### src/rtl/truth_table_sweeper_pkg.sv
// ----------------------------------------------------------------------------
// truth_table_sweeper_pkg
// Shared definitions for the truth-table sweeper:
//   - sweep_state_e    : controller states
//   - DEFAULT_N_IN     : default number of inputs of the block under sweep
//   - DEFAULT_EXPECTED : canonical truth table of the 5-input merge function,
//                        zero-extended to 64 bits so it can be sliced for any
//                        N_IN in 1..6
//   - LAT_MAX          : largest supported sample latency
//   - is_busy_state()  : decode of the states in which a sweep is in flight
// ----------------------------------------------------------------------------
package truth_table_sweeper_pkg;

  typedef enum logic [1:0] {
    IDLE  = 2'b00,
    SWEEP = 2'b01,
    DRAIN = 2'b10,
    DONE  = 2'b11
  } sweep_state_e;

  localparam int          DEFAULT_N_IN     = 5;
  localparam logic [63:0] DEFAULT_EXPECTED = 64'h0000_0000_CFC8_9F7F;
  localparam int          LAT_MAX          = 3;
  // Drain counter only has to reach LAT_MAX-1.
  localparam int          DRAIN_CNT_W      = $clog2(LAT_MAX + 1);

  // True while stimulus is being driven or the pipeline is still draining.
  function automatic logic is_busy_state(input sweep_state_e st);
    return (st == SWEEP) || (st == DRAIN);
  endfunction

endpackage

### src/rtl/truth_table_sweeper_sweep_delay_line.sv
// ----------------------------------------------------------------------------
// sweep_delay_line
// DEPTH-stage register delay used to align {valid, index} with the output of
// the block under sweep. DEPTH = 0 is a combinational pass-through.
// Ports:
//   clk  in  1      rising-edge clock
//   rst  in  1      synchronous active-high reset, clears every stage
//   din  in  WIDTH  value entering the delay line
//   dout out WIDTH  din delayed by DEPTH cycles
// ----------------------------------------------------------------------------
module sweep_delay_line
  import truth_table_sweeper_pkg::*;
#(
  parameter int DEPTH = 0,
  parameter int WIDTH = DEFAULT_N_IN + 1
) (
  input  logic             clk,
  input  logic             rst,
  input  logic [WIDTH-1:0] din,
  output logic [WIDTH-1:0] dout
);

  generate
    if (DEPTH == 0) begin : g_pass
      // Clock and reset have no job in the pass-through form.
      logic unused_clk_rst_s;
      assign unused_clk_rst_s = &{1'b0, clk, rst};
      assign dout = din;
    end else begin : g_shift
      logic [WIDTH-1:0] stage_r [DEPTH];

      // Shift register: stage 0 takes din, each later stage takes its predecessor.
      always_ff @(posedge clk) begin
        if (rst) begin
          for (int i = 0; i < DEPTH; i++) begin
            stage_r[i] <= {WIDTH{1'b0}};
          end
        end else begin
          stage_r[0] <= din;
          for (int i = 1; i < DEPTH; i++) begin
            stage_r[i] <= stage_r[i-1];
          end
        end
      end

      assign dout = stage_r[DEPTH-1];
    end
  endgenerate

endmodule

### src/rtl/truth_table_sweeper.sv
// ----------------------------------------------------------------------------
// truth_table_sweeper
// Drives every input combination 0..2**N_IN-1 into a combinational (or
// LAT-cycle pipelined) Boolean block, captures the block's output into a
// truth-table signature and compares it against EXPECTED.
// Ports:
//   clk            in  1         rising-edge clock
//   rst            in  1         synchronous active-high reset
//   start          in  1         single-cycle sweep request (IDLE or DONE only)
//   dut_out        in  1         output of the block under sweep
//   vec            out N_IN      stimulus; vec[N_IN-1] is the first input
//   vec_valid      out 1         vec holds a sweep value
//   busy           out 1         sweep or drain in progress
//   done           out 1         one-cycle pulse, results are final
//   pass           out 1         signature matched EXPECTED (held until next start)
//   signature      out 2**N_IN   captured truth table, bit i = output for vector i
//   fail_count     out N_IN+1    number of mismatching entries
//   first_fail_idx out N_IN      lowest mismatching index, 0 if none
// ----------------------------------------------------------------------------
module truth_table_sweeper
  import truth_table_sweeper_pkg::*;
#(
  parameter int                    N_IN     = DEFAULT_N_IN,
  parameter logic [(2**N_IN)-1:0]  EXPECTED = DEFAULT_EXPECTED[(2**N_IN)-1:0],
  parameter int                    LAT      = 0
) (
  input  logic                  clk,
  input  logic                  rst,
  input  logic                  start,
  input  logic                  dut_out,
  output logic [N_IN-1:0]       vec,
  output logic                  vec_valid,
  output logic                  busy,
  output logic                  done,
  output logic                  pass,
  output logic [(2**N_IN)-1:0]  signature,
  output logic [N_IN:0]         fail_count,
  output logic [N_IN-1:0]       first_fail_idx
);

  localparam logic [N_IN-1:0]        VEC_LAST = {N_IN{1'b1}};
  localparam logic [N_IN-1:0]        VEC_ONE  = N_IN'(1'b1);
  localparam logic [N_IN:0]          FC_ONE   = (N_IN + 1)'(1'b1);
  localparam logic [DRAIN_CNT_W-1:0] LAT_LAST = DRAIN_CNT_W'((LAT > 0) ? (LAT - 1) : 0);
  localparam logic [DRAIN_CNT_W-1:0] CNT_ONE  = DRAIN_CNT_W'(1'b1);

  // Controller
  sweep_state_e state_r;
  sweep_state_e state_next_s;
  logic         start_accept_s;
  logic         sweep_last_s;
  logic         drain_last_s;
  logic [DRAIN_CNT_W-1:0] drain_cnt_r;

  // Stimulus and status registers
  logic [N_IN-1:0]       vec_r;
  logic                  vec_valid_r;
  logic                  busy_r;
  logic                  done_r;

  // Capture path
  logic [N_IN:0]         dly_in_s;
  logic [N_IN:0]         dly_out_s;
  logic                  samp_valid_s;
  logic [N_IN-1:0]       samp_idx_s;
  logic                  mismatch_s;
  logic [N_IN:0]         fail_count_next_s;

  // Results
  logic                  pass_r;
  logic [(2**N_IN)-1:0]  signature_r;
  logic [N_IN:0]         fail_count_r;
  logic [N_IN-1:0]       first_fail_idx_r;

  assign sweep_last_s = (vec_r == VEC_LAST);
  assign drain_last_s = (drain_cnt_r == LAT_LAST);

  // State register.
  always_ff @(posedge clk) begin
    if (rst) begin
      state_r <= IDLE;
    end else begin
      state_r <= state_next_s;
    end
  end

  // Next-state logic; start is only honoured in IDLE and DONE.
  always_comb begin
    state_next_s   = state_r;
    start_accept_s = 1'b0;
    case (state_r)
      IDLE: begin
        if (start) begin
          state_next_s   = SWEEP;
          start_accept_s = 1'b1;
        end else begin
          state_next_s = IDLE;
        end
      end
      SWEEP: begin
        if (sweep_last_s) begin
          if (LAT > 0) begin
            state_next_s = DRAIN;
          end else begin
            state_next_s = DONE;
          end
        end else begin
          state_next_s = SWEEP;
        end
      end
      DRAIN: begin
        if (drain_last_s) begin
          state_next_s = DONE;
        end else begin
          state_next_s = DRAIN;
        end
      end
      DONE: begin
        if (start) begin
          state_next_s   = SWEEP;
          start_accept_s = 1'b1;
        end else begin
          state_next_s = IDLE;
        end
      end
      default: begin
        state_next_s = IDLE;
      end
    endcase
  end

  // Drain counter: counts cycles spent in DRAIN, zero elsewhere.
  always_ff @(posedge clk) begin
    if (rst) begin
      drain_cnt_r <= {DRAIN_CNT_W{1'b0}};
    end else if (state_r == DRAIN) begin
      drain_cnt_r <= drain_cnt_r + CNT_ONE;
    end else begin
      drain_cnt_r <= {DRAIN_CNT_W{1'b0}};
    end
  end

  // Stimulus counter: 0..2**N_IN-1 once, then parks at 0 with valid low.
  always_ff @(posedge clk) begin
    if (rst) begin
      vec_r       <= {N_IN{1'b0}};
      vec_valid_r <= 1'b0;
    end else if (start_accept_s) begin
      vec_r       <= {N_IN{1'b0}};
      vec_valid_r <= 1'b1;
    end else if (state_r == SWEEP) begin
      if (sweep_last_s) begin
        vec_r       <= {N_IN{1'b0}};
        vec_valid_r <= 1'b0;
      end else begin
        vec_r       <= vec_r + VEC_ONE;
        vec_valid_r <= 1'b1;
      end
    end else begin
      vec_r       <= vec_r;
      vec_valid_r <= vec_valid_r;
    end
  end

  // Status flags registered from the next state so they line up with it.
  always_ff @(posedge clk) begin
    if (rst) begin
      busy_r <= 1'b0;
      done_r <= 1'b0;
    end else begin
      busy_r <= is_busy_state(state_next_s);
      done_r <= (state_next_s == DONE);
    end
  end

  // The index travels alongside the block's latency so each sample is
  // written to the entry that produced it.
  assign dly_in_s = {vec_valid_r, vec_r};

  sweep_delay_line #(
    .DEPTH (LAT),
    .WIDTH (N_IN + 1)
  ) u_dly (
    .clk  (clk),
    .rst  (rst),
    .din  (dly_in_s),
    .dout (dly_out_s)
  );

  assign samp_valid_s = dly_out_s[N_IN];
  assign samp_idx_s   = dly_out_s[N_IN-1:0];

  // Mismatch detect and the fail count as it will be after this edge; the
  // latter lets pass include the final sample taken on the DONE transition.
  always_comb begin
    mismatch_s        = 1'b0;
    fail_count_next_s = fail_count_r;
    if (samp_valid_s) begin
      mismatch_s        = (dut_out != EXPECTED[samp_idx_s]);
      fail_count_next_s = fail_count_r + {{N_IN{1'b0}}, mismatch_s};
    end else begin
      mismatch_s        = 1'b0;
      fail_count_next_s = fail_count_r;
    end
  end

  // Result capture: cleared on accepted start, updated per valid sample.
  always_ff @(posedge clk) begin
    if (rst) begin
      signature_r      <= {(2**N_IN){1'b0}};
      fail_count_r     <= {(N_IN + 1){1'b0}};
      first_fail_idx_r <= {N_IN{1'b0}};
      pass_r           <= 1'b0;
    end else if (start_accept_s) begin
      signature_r      <= {(2**N_IN){1'b0}};
      fail_count_r     <= {(N_IN + 1){1'b0}};
      first_fail_idx_r <= {N_IN{1'b0}};
      pass_r           <= 1'b0;
    end else begin
      if (samp_valid_s) begin
        signature_r[samp_idx_s] <= dut_out;
        if (mismatch_s) begin
          fail_count_r <= fail_count_r + FC_ONE;
          if (fail_count_r == {(N_IN + 1){1'b0}}) begin
            first_fail_idx_r <= samp_idx_s;
          end
        end
      end
      if ((state_next_s == DONE) && (state_r != DONE)) begin
        pass_r <= (fail_count_next_s == {(N_IN + 1){1'b0}});
      end
    end
  end

  assign vec            = vec_r;
  assign vec_valid      = vec_valid_r;
  assign busy           = busy_r;
  assign done           = done_r;
  assign pass           = pass_r;
  assign signature      = signature_r;
  assign fail_count     = fail_count_r;
  assign first_fail_idx = first_fail_idx_r;

endmodule

### config.mk
export PLATFORM = sky130hd
export DESIGN_NAME = truth_table_sweeper
export DESIGN_NICKNAME = d
export VERILOG_FILES = /design/src/rtl/truth_table_sweeper_pkg.sv /design/src/rtl/truth_table_sweeper_sweep_delay_line.sv /design/src/rtl/truth_table_sweeper.sv
export SDC_FILE = /design/constraint.sdc
export NUM_CORES = 1
export LEC_CHECK = 0
export BUFFER_PORTS_ARGS = -buffer_cell sky130_fd_sc_hd__buf_2
export CELL_PAD_IN_SITES_DETAIL_PLACEMENT = 1
export CELL_PAD_IN_SITES_GLOBAL_PLACEMENT = 1
export CORE_UTILIZATION = 36
export DETAILED_ROUTE_END_ITERATION = 8
export HOLD_SLACK_MARGIN = 0.05
export PLACE_DENSITY = 0.79
export SYNTH_ARGS = -nofsm -noshare
export SYNTH_HDL_FRONTEND = slang
export SYNTH_SLANG_ARGS = --single-unit
### constraint.sdc
create_clock -name clk -period 2.3 [get_ports clk]
set_input_delay 0.23 -clock clk [delete_from_list [all_inputs] [get_ports clk]]
set_output_delay 0.23 -clock clk [all_outputs]
set_load 0.03 [all_outputs]
==> results of run 1 <==
==> per-layer routing <==
metal	vias to the layer above	share of wire [%]	global-route usage, %
met5	-	0	0
met4	0	2.0	9.52
met3	14	3.3	4.25
met2	44	49	32.0
met1	1221	45	24.9
li1	1249	-	-
==> logic make-up after synthesis <==
kind of cell,count (synthesis)
adder cells (fa/ha/maj),17
multiplexers,9
flip-flops,57
buffers and inverters,32
XOR/XNOR,10
AND/OR/NAND/NOR,132
AO/OA/AOI/OAI,85
==> cell type report <==
cell class,instances,area share (%)
Tap cell,99,3.72
Sequential cell,57,34.4
Clock inverter,5,1.65
Multi-Input combinational cell,253,44.8
Timing Repair Buffer,64,10.3
Inverter,8,0.902
Clock buffer,11,4.25
==> worst max path at each step <==
| stage | end | slack [ns] | cells past startpoint |
|---|---|---|---|
| 6_report | register | 0.19 | 10 |
| 5_1_grt | register | 0.04 | 10 |
| 4_1_cts | pass$_SDFFE_PP0P_ | 0.01 | 8 |
| 3_5_place_dp | pass$_SDFFE_PP0P_ | 0.02 | 8 |
| 3_3_place_gp | pass$_SDFFE_PP0P_ | 0.18 | 8 |
| 2_1_floorplan | pass$_SDFFE_PP0P_ | 0.007 | 8 |
==> Yosys cell counts, types with 5 or more instances <==
cell type	instances
xor2_1	7
clkbuf_1	15
nor2b_1	6
dfxtp_1	57
nand4_1	5
ha_1	17
inv_1	8
nor2_1	52
buf_2	7
nand2_1	43
o21ai_0	34
nand3_1	5
mux2i_1	7
a21oi_1	42
==> power by group <==
part / switching, mW / internal, mW / total (mW)
clock network: 0.429 / 0.526 / 0.956
registers: 0.0131 / 0.995 / 1.01
logic: 0.105 / 0.0424 / 0.148
total: 0.548 / 1.56 / 2.11
==> state kept, by name, indices dropped and copies added (netlist names), named ones only <==
name / count
vec_valid: 1
drain_cnt_r: 2
done: 1
first_fail_idx: 5
fail_count: 6
vec: 5
pass: 1
busy: 1
signature: 32
state_r: 2
==> metrics by stage <==
stage	setup slack [ns]	power [mW]	instances	util, %
2_1_floorplan	0.00684	1.13	342	-
3_3_place_gp	0.177	1.17	481	42.5
3_5_place_dp	0.0213	1.18	481	42.5
4_1_cts	0.0106	2.13	497	45.1
5_1_grt	0.0359	2.18	497	45.4
6_report	0.187	2.11	497	45.4
==> cells in the final DEF (no fill, tap or decap), types with 2 or more instances in the layout <==
master       n
a21oi_1     42
a32oi_1      2
and2_1       3
and3_1       2
buf_2       55
buf_4        9
clkbuf_8    10
clkinv_2     2
clkinvlp_4   2
dfxtp_1     55
ha_1        15
inv_1        8
mux2_2       2
mux2i_1      7
nand2_1     43
nand2b_1     2
nand3_1      5
nand3b_1     3
nand4_1      5
nor2_1      51
nor2b_1      6
o21ai_0     34
or3_1        3
or3b_1       3
xnor2_1      2
xor2_1       7
==> results.sh, run 1 <==
export IMPL_critPathMaxStageDelay_ns=0.38
export IMPL_grt_pass1_vias=2386
export IMPL_stdcell_area_um2=3330
export IMPL_slew_headroom_pct=60.3
export IMPL_hold_viol=0
export IMPL_final_min_clock_period_ns=2.11
export IMPL_p_leak_nw=1.39
export IMPL_synth_area_um2=2750
export IMPL_grt_pass1_wl_um=11700
export IMPL_drt_iter0_markers=125
export IMPL_viasPerCell=5.09
export IMPL_ctsHtreeMaxLevel=3
export IMPL_start_util_pct=37.5
export IMPL_overflow=0
export IMPL_clock_sinks=57
export IMPL_min_to="busy$_SDFF_PP0_"
export IMPL_start_kind="register"
export IMPL_setup_tns_ns=0
export IMPL_reg2regPathDepth=10
export IMPL_hp_start="rst"
export IMPL_status="finished clean"
export IMPL_synth_simple_area_share_pct=21.9
export IMPL_std_cell_rows=31
export IMPL_peakVddDrop_v=0.000263
export IMPL_clk_latency_ns=0.35
export IMPL_dp_hpwl_um=5120
export IMPL_synth_area_leaders="dfxtp_1, ha_1, a21oi_1"
export IMPL_multiInputGateArea_um2=1490
export IMPL_ff_latch_area_um2=1150
export IMPL_numCtsBuffers=9
export IMPL_place_congestion=0.846
export IMPL_worstMarginPinSlew_ns=0.593
export IMPL_antenna_found_initial=0
export IMPL_synthXorXnorAreaFrac_pct=3.87
export IMPL_hp_class="in -> reg"
export IMPL_p_per_area_nw_per_um2=634
export IMPL_grt_max_degree=33
export IMPL_clock_fmax_mhz=473
export IMPL_slew_violations=0
export IMPL_cts_tree="built"
export IMPL_drive_above_1_share_pct=22.4
export IMPL_cp_end_kind="register"
export IMPL_hold_depth=2
export IMPL_die_y_um=89.4
export IMPL_core_area_um2=7330
export IMPL_placed_area_um2=3110
export IMPL_synth_cell_type_count=38
export IMPL_crit_chain="ha_1 > and3_1 > ha_4 > nor2_1 > mux2i_1 > nor2_1 > ha_1 > a21oi_1 > mux2i_1 > a32oi_1"
export IMPL_synth_top_area_share_pct=41.5
export IMPL_wl_per_cell_um=15.0
export IMPL_cap_viol_max_count=0
export IMPL_layout_nets=414
export IMPL_synthMuxAreaShare_pct=3.37
export IMPL_synth_top_family_by_area="simple AND/OR/NAND/NOR gates"
export IMPL_ys_seq_area_share_pct=41.5
export IMPL_synthCells=342
export IMPL_synth_flop_cell="dfxtp_1"
export IMPL_holdWs_ns=0.174
export IMPL_yosys_warnings=0
export IMPL_synth_edf_count=0
export IMPL_post_cts_resized=0
export IMPL_crit_path_max_fanout=9
export IMPL_cp_top_family="adder cells"
export IMPL_required_ns=2.56
export IMPL_crit_type="reg -> reg"
export IMPL_die_w_um=89.4
export IMPL_cts_setup_buffers=0
export IMPL_startpoint="vec[0]$_SDFFE_PP0N_"
export IMPL_port_buffers=55
export IMPL_wirelength_um=7450
export IMPL_clockBufferDepth=2
export IMPL_path_buf_inv=0
export IMPL_cp_data_arrival_time_ns=2.37
export IMPL_finalSetupViolations=0
export IMPL_rsz0062_at_grt="no"
export IMPL_fin_crit_sh_pct=91.8
export IMPL_areaGrowthSynthToFinish_pct=21.1
export IMPL_r2r_slack_ns=0.19
export IMPL_postSynthAreaPerCell_um2=8.04
export IMPL_syn_nets=363
export IMPL_synth_compound_area_share_pct=16.7
export IMPL_ctsRootBufferMaster="clkbuf_8"
export IMPL_vias=2528
export IMPL_synth_adder_area_share_pct=7.73
export IMPL_first_pass_iters=4
export IMPL_track_usage_pct=19.7
export IMPL_ys_ff_latch=57
export IMPL_clk_pin_slew_ns=0.07
export IMPL_ant_nets=0
export IMPL_cpMaxStageDelayCell="dfxtp_4"
export IMPL_nFillCells=907
export IMPL_drc=0
export IMPL_die_area_um2=7990
export IMPL_diodes=0
export IMPL_synth_top_area_cell="dfxtp_1"
export IMPL_io_pins=56
export IMPL_async_reset_ff_share_pct=0
export IMPL_fin_skew_ns=0.0102
export IMPL_r2r_start="vec[0]$_SDFFE_PP0N_"
export IMPL_hold_buffers=0
Note: power is estimated with default switching activity, not from simulation.
==> inputs of run 2 (changes only) <==
CELL_PAD_IN_SITES_DETAIL_PLACEMENT = 0   (was 1)
CELL_PAD_IN_SITES_GLOBAL_PLACEMENT = 2   (was 1)
CORE_UTILIZATION = 28   (was 36)
PLACE_DENSITY = 0.72   (was 0.79)
==> run 2 against run 1 <==
Design area up 3.8%. Clock power rose by 23%. Clock-buffer cell count stayed put. Routed wire length is 3.7% lower. Die area grew 28%. Sequential power about the same. Worst setup slack got worse by 0.018 ns. Register-to-register slack got worse by 0.02 ns. Largest cell class unchanged.
==> results.sh, run 2 (synthesis results as in run 1) <==
export IMPL_peakVddDrop_v=0.000302
export IMPL_cpMaxStageDelayCell="dfxtp_2"
export IMPL_first_pass_iters=6
export IMPL_slew_violations=0
export IMPL_vias=2469
export IMPL_clk_pin_slew_ns=0.07
export IMPL_p_comb_share_pct=6.7
export IMPL_crit_chain="ha_1 > and3_1 > ha_2 > mux2_2 > ha_1 > nand2b_1 > or3_1 > o41ai_2"
export IMPL_clk_latency_ns=0.34
export IMPL_areaGrowthSynthToFinish_pct=25.7
export IMPL_track_usage_pct=14.8
export IMPL_ctsHtreeMaxLevel=3
export IMPL_hold_buffers=0
export IMPL_std_cell_rows=35
export IMPL_wirelength_um=7180
export IMPL_sequentialPowerShare_pct=43.0
export IMPL_grt_max_degree=33
export IMPL_crit_path_max_fanout=7
export IMPL_grt_pass1_wl_um=11500
export IMPL_start_util_pct=29.3
export IMPL_wl_per_cell_um=13.4
export IMPL_crit_type="reg -> reg"
export IMPL_die_y_um=101
export IMPL_cp_end_kind="register"
export IMPL_fin_crit_sh_pct=92.6
export IMPL_hold_depth=2
export IMPL_finalSetupViolations=0
export IMPL_final_cell_mix="dfxtp_1, buf_2, nor2_1"
export IMPL_port_buffers=55
export IMPL_switching_share_pct=23.3
export IMPL_start_kind="register"
export IMPL_cp_data_arrival_time_ns=2.36
export IMPL_setup_tns_ns=0
export IMPL_drt_iter0_markers=83
export IMPL_ff_latch_area_um2=1140
export IMPL_p_switching_mw=0.545
export IMPL_clock_sinks=57
export IMPL_status="finished clean"
export IMPL_grt_pass1_vias=2256
export IMPL_place_congestion=0.750
export IMPL_clock_fmax_mhz=469
export IMPL_layout_nets=422
export IMPL_overflow=0
export IMPL_path_buf_inv=0
export IMPL_worstMarginPinSlew_ns=0.398
export IMPL_numCtsBuffers=9
export IMPL_viasPerCell=4.61
export IMPL_required_ns=2.53
export IMPL_clockBufferDepth=2
export IMPL_multiInputGateArea_um2=1480
export IMPL_p_leak_nw=1.45
export IMPL_cap_viol_max_count=0
export IMPL_postLayoutCoreUtil_pct=36.9
export IMPL_critPathMaxStageDelay_ns=0.38
export IMPL_ctsRootBufferMaster="clkbuf_8"
export IMPL_io_pins=56
export IMPL_path_common_cell="ha_1"
export IMPL_cp_top_family="simple AND/OR/NAND/NOR gates"
export IMPL_largest_register_ffs=32
export IMPL_ant_nets=0
export IMPL_p_per_area_nw_per_um2=676
export IMPL_dp_hpwl_um=4780
export IMPL_slew_headroom_pct=73.2
export IMPL_die_area_um2=10200
export IMPL_fin_skew_ns=0.0109
export IMPL_critical_path_cell_count=8
export IMPL_die_w_um=101
export IMPL_pwr_share_clk_pct=50.3
export IMPL_core_area_um2=9370
export IMPL_rsz0062_at_grt="no"
export IMPL_cts_tree="built"
export IMPL_antenna_found_initial=0
export IMPL_drive_above_1_share_pct=23.4
export IMPL_reg2regPathDepth=8
export IMPL_nFillCells=1030
export IMPL_diodes=0
export IMPL_hold_viol=0
export IMPL_drc=0
export IMPL_final_min_clock_period_ns=2.13
export IMPL_internal_power_mw=1.79
export IMPL_hp_class="in -> reg"
-- run 2: metrics by stage --
stage / total power, mW / hold WS, ns / setup slack [ns] / cells / cell area, µm²
after global placement: 1.19 / 0.406 / 0.187 / 519 / 3210
final: 2.34 / 0.171 / 0.170 / 535 / 3460
after detailed placement: 1.19 / 0.424 / 0.0831 / 519 / 3210
after global routing: 2.44 / 0.167 / 0.0252 / 535 / 3460
after floorplan: 1.13 / 0.396 / 0.00684 / 342 / 2750
after CTS: 2.37 / 0.156 / 0.0873 / 535 / 3450
-- run 2: area by class of cell --
class                      count  area share, %
clock buffer                  11           4.09
clock inverter                 5           2.97
inverter                       8          0.869
multi-input combinational    253           42.7
sequential                    57           33.1
tap                          129           4.67
timing repair buffer          72           11.7
-- run 2: power groups by stage --
stage                     combinational, mW  sequential, mW  clock (mW)
after global routing                  0.172            1.01        1.26
after detailed placement              0.157            1.03           0
after floorplan                      0.0949            1.04           0
after global placement                0.157            1.03           0
after CTS                             0.157            1.01        1.21
final                                 0.156            1.01        1.18
-- run 2: worst paths after layout --
kind	to	slack, ns	from
max	pass$_SDFFE_PP0P_	0.17	vec[1]$_SDFFE_PP0N_
min	vec_valid$_SDFFE_PP0P_	0.17	rst
max reg2reg	pass$_SDFFE_PP0P_	0.17	vec[1]$_SDFFE_PP0N_
min reg2reg	drain_cnt_r[0]$_SDFF_PP0_	0.43	drain_cnt_r[0]$_SDFF_PP0_
-- run 2: per-layer routing --
metal	share of wire (%)	global-route usage [%]
met1	49	18.8
met2	46	23.6
met3	3.9	4.79
met4	0.95	4.68
met5	0	0
-- run 2: repair_timing --
| action | in CTS | in global routing |
|---|---|---|
| setup buffers | 0 | 0 |
| gates resized for setup | 0 | 1 |
| hold endpoints to repair | 0 | 0 |
| setup endpoints to repair | 0 | 1 |
==> inputs of run 3 (changes only) <==
CORE_UTILIZATION = 34   (was 28)
MAX_ROUTING_LAYER = met4   (was default)
PLACE_DENSITY = 0.82   (was 0.72)
SKIP_CTS_REPAIR_TIMING = 1   (was default)
clock period = 2.7 ns   (was 2.3 ns; I/O delays follow)
==> run 3 against run 2 <==
Flip-flop and latch count unchanged. Clock skew about the same. Worst hold slack better by 0.035 ns. Highest routed layer unchanged.
==> results.sh, run 3 (synthesis results as in run 1) <==
export IMPL_first_pass_iters=4
export IMPL_grt_max_degree=33
export IMPL_internal_power_mw=1.33
export IMPL_finalSetupViolations=0
export IMPL_ctsRootBufferMaster="clkbuf_8"
export IMPL_hold_viol=0
export IMPL_ctsHtreeMaxLevel=3
export IMPL_die_w_um=91.9
export IMPL_rsz0062_at_grt="no"
export IMPL_io_pins=56
export IMPL_antenna_found_initial=0
export IMPL_layout_nets=411
export IMPL_placed_area_um2=3090
export IMPL_die_area_um2=8450
export IMPL_p_comb_share_pct=6.7
export IMPL_wl_per_cell_um=13.2
export IMPL_final_common_cell="dfxtp_1"
export IMPL_hp_class="in -> reg"
export IMPL_sequentialPowerShare_pct=49.0
export IMPL_clk_pin_slew_ns=0.06
export IMPL_wirelength_um=6540
export IMPL_setup_tns_ns=0
export IMPL_areaGrowthSynthToFinish_pct=19.3
export IMPL_slew_violations=0
export IMPL_core_area_um2=7770
export IMPL_worstMarginPinSlew_ns=0.633
export IMPL_start_util_pct=35.4
export IMPL_crit_type="reg -> reg"
export IMPL_place_congestion=0.748
export IMPL_cp_data_arrival_time_ns=2.66
export IMPL_required_ns=2.94
export IMPL_clockBufferDepth=2
export IMPL_track_usage_pct=16.9
export IMPL_start_kind="register"
export IMPL_cap_viol_max_count=0
export IMPL_final_min_clock_period_ns=2.42
export IMPL_viasPerCell=4.86
export IMPL_cp_end_kind="register"
export IMPL_crit_path_max_fanout=7
export IMPL_ant_nets=0
export IMPL_dp_hpwl_um=4240
export IMPL_diodes=0
export IMPL_clock_sinks=57
export IMPL_status="finished clean"
export IMPL_final_cell_mix="dfxtp_1, buf_2, nor2_1"
export IMPL_instances_no_fill=497
export IMPL_fin_crit_sh_pct=89.5
export IMPL_drc=0
export IMPL_overflow=0
export IMPL_clk_latency_ns=0.33
export IMPL_cts_tree="built"
export IMPL_grt_pass1_wl_um=10800
export IMPL_peakVddDrop_v=0.000208
export IMPL_p_leak_nw=1.38
export IMPL_port_buffers=55
export IMPL_drt_iter0_markers=88
export IMPL_die_y_um=91.9
export IMPL_p_per_area_nw_per_um2=535
export IMPL_switching_share_pct=24.2
export IMPL_vias=2417
export IMPL_largest_register_ffs=32
export IMPL_total_power_mw=1.76
export IMPL_r2r_slack_ns=0.28
export IMPL_p_switching_mw=0.424
export IMPL_std_cell_rows=32
export IMPL_grt_pass1_vias=2221
export IMPL_drive_above_1_share_pct=20.0
export IMPL_numCtsBuffers=9
export IMPL_slew_headroom_pct=57.7
export IMPL_clock_fmax_mhz=414
export IMPL_dp_cells=481
export IMPL_stdcell_area_um2=3280
export IMPL_pwr_share_clk_pct=44.3
export IMPL_fin_skew_ns=0.0109
[run 3: cell types whose count changed in the layout (fill, tap and decap cells not counted), moves of 2 or more]
cell       before  now
clkbuf_1        1    3
bufinv_16       3    1
dfxtp_1        55   57
dfxtp_2         2    0
buf_4          17    6
[run 3: worst max-delay path, cell delays in order, from the launching register on]
cell      delay, ns
dfxtp_1        0.43
ha_1           0.31
and3_1         0.19
ha_1           0.29
mux2_2         0.22
ha_1           0.15
nand2b_1       0.08
or3_1          0.36
o41ai_2        0.29
[run 3: power groups by stage]
stage          combinational [mW]  sequential (mW)  clock, mW
6_report                    0.117            0.860      0.778
5_1_grt                     0.131            0.861      0.846
4_1_cts                     0.119            0.860      0.805
3_5_place_dp                0.119            0.879          0
3_3_place_gp                0.119            0.879          0
2_1_floorplan              0.0808            0.885          0
[run 3: stage by stage]
step                worst slack (ns)  utilization (%)  hold WS [ns]
CTS                            0.292             42.2         0.193
finish                         0.284             42.2         0.207
floorplan                      0.283                -         0.396
global route                   0.127             42.2         0.204
detailed placement             0.289             39.8         0.419
global placement               0.366             39.8         0.407
[run 3: layout make-up]
class | count | area [µm²]
clock inverters | 3 | 40.0
well taps | 102 | 128
repair buffers | 61 | 320
flip-flops and latches | 57 | 1140
clock buffers | 13 | 149
fillers | 804 | 4490
inverters | 8 | 30.0
multi-input cells | 253 | 1470
[run 3: per-layer routing]
metal	vias up	GRT usage [%]	wire, µm
met5	-	-	0
met4	0	8.85	83
met3	8	3.48	239
met2	54	26.4	3000
met1	1101	20.5	3220
li1	1254	-	-
[run 3: worst paths after layout]
kind / start / to / cells after the start
hold reg to reg: drain_cnt_r[0]$_SDFF_PP0_ / drain_cnt_r[0]$_SDFF_PP0_ / 1
hold / removal: rst / vec_valid$_SDFFE_PP0P_ / 2
setup reg to reg: vec[1]$_SDFFE_PP0N_ / pass$_SDFFE_PP0P_ / 8
setup / recovery: vec[1]$_SDFFE_PP0N_ / pass$_SDFFE_PP0P_ / 8
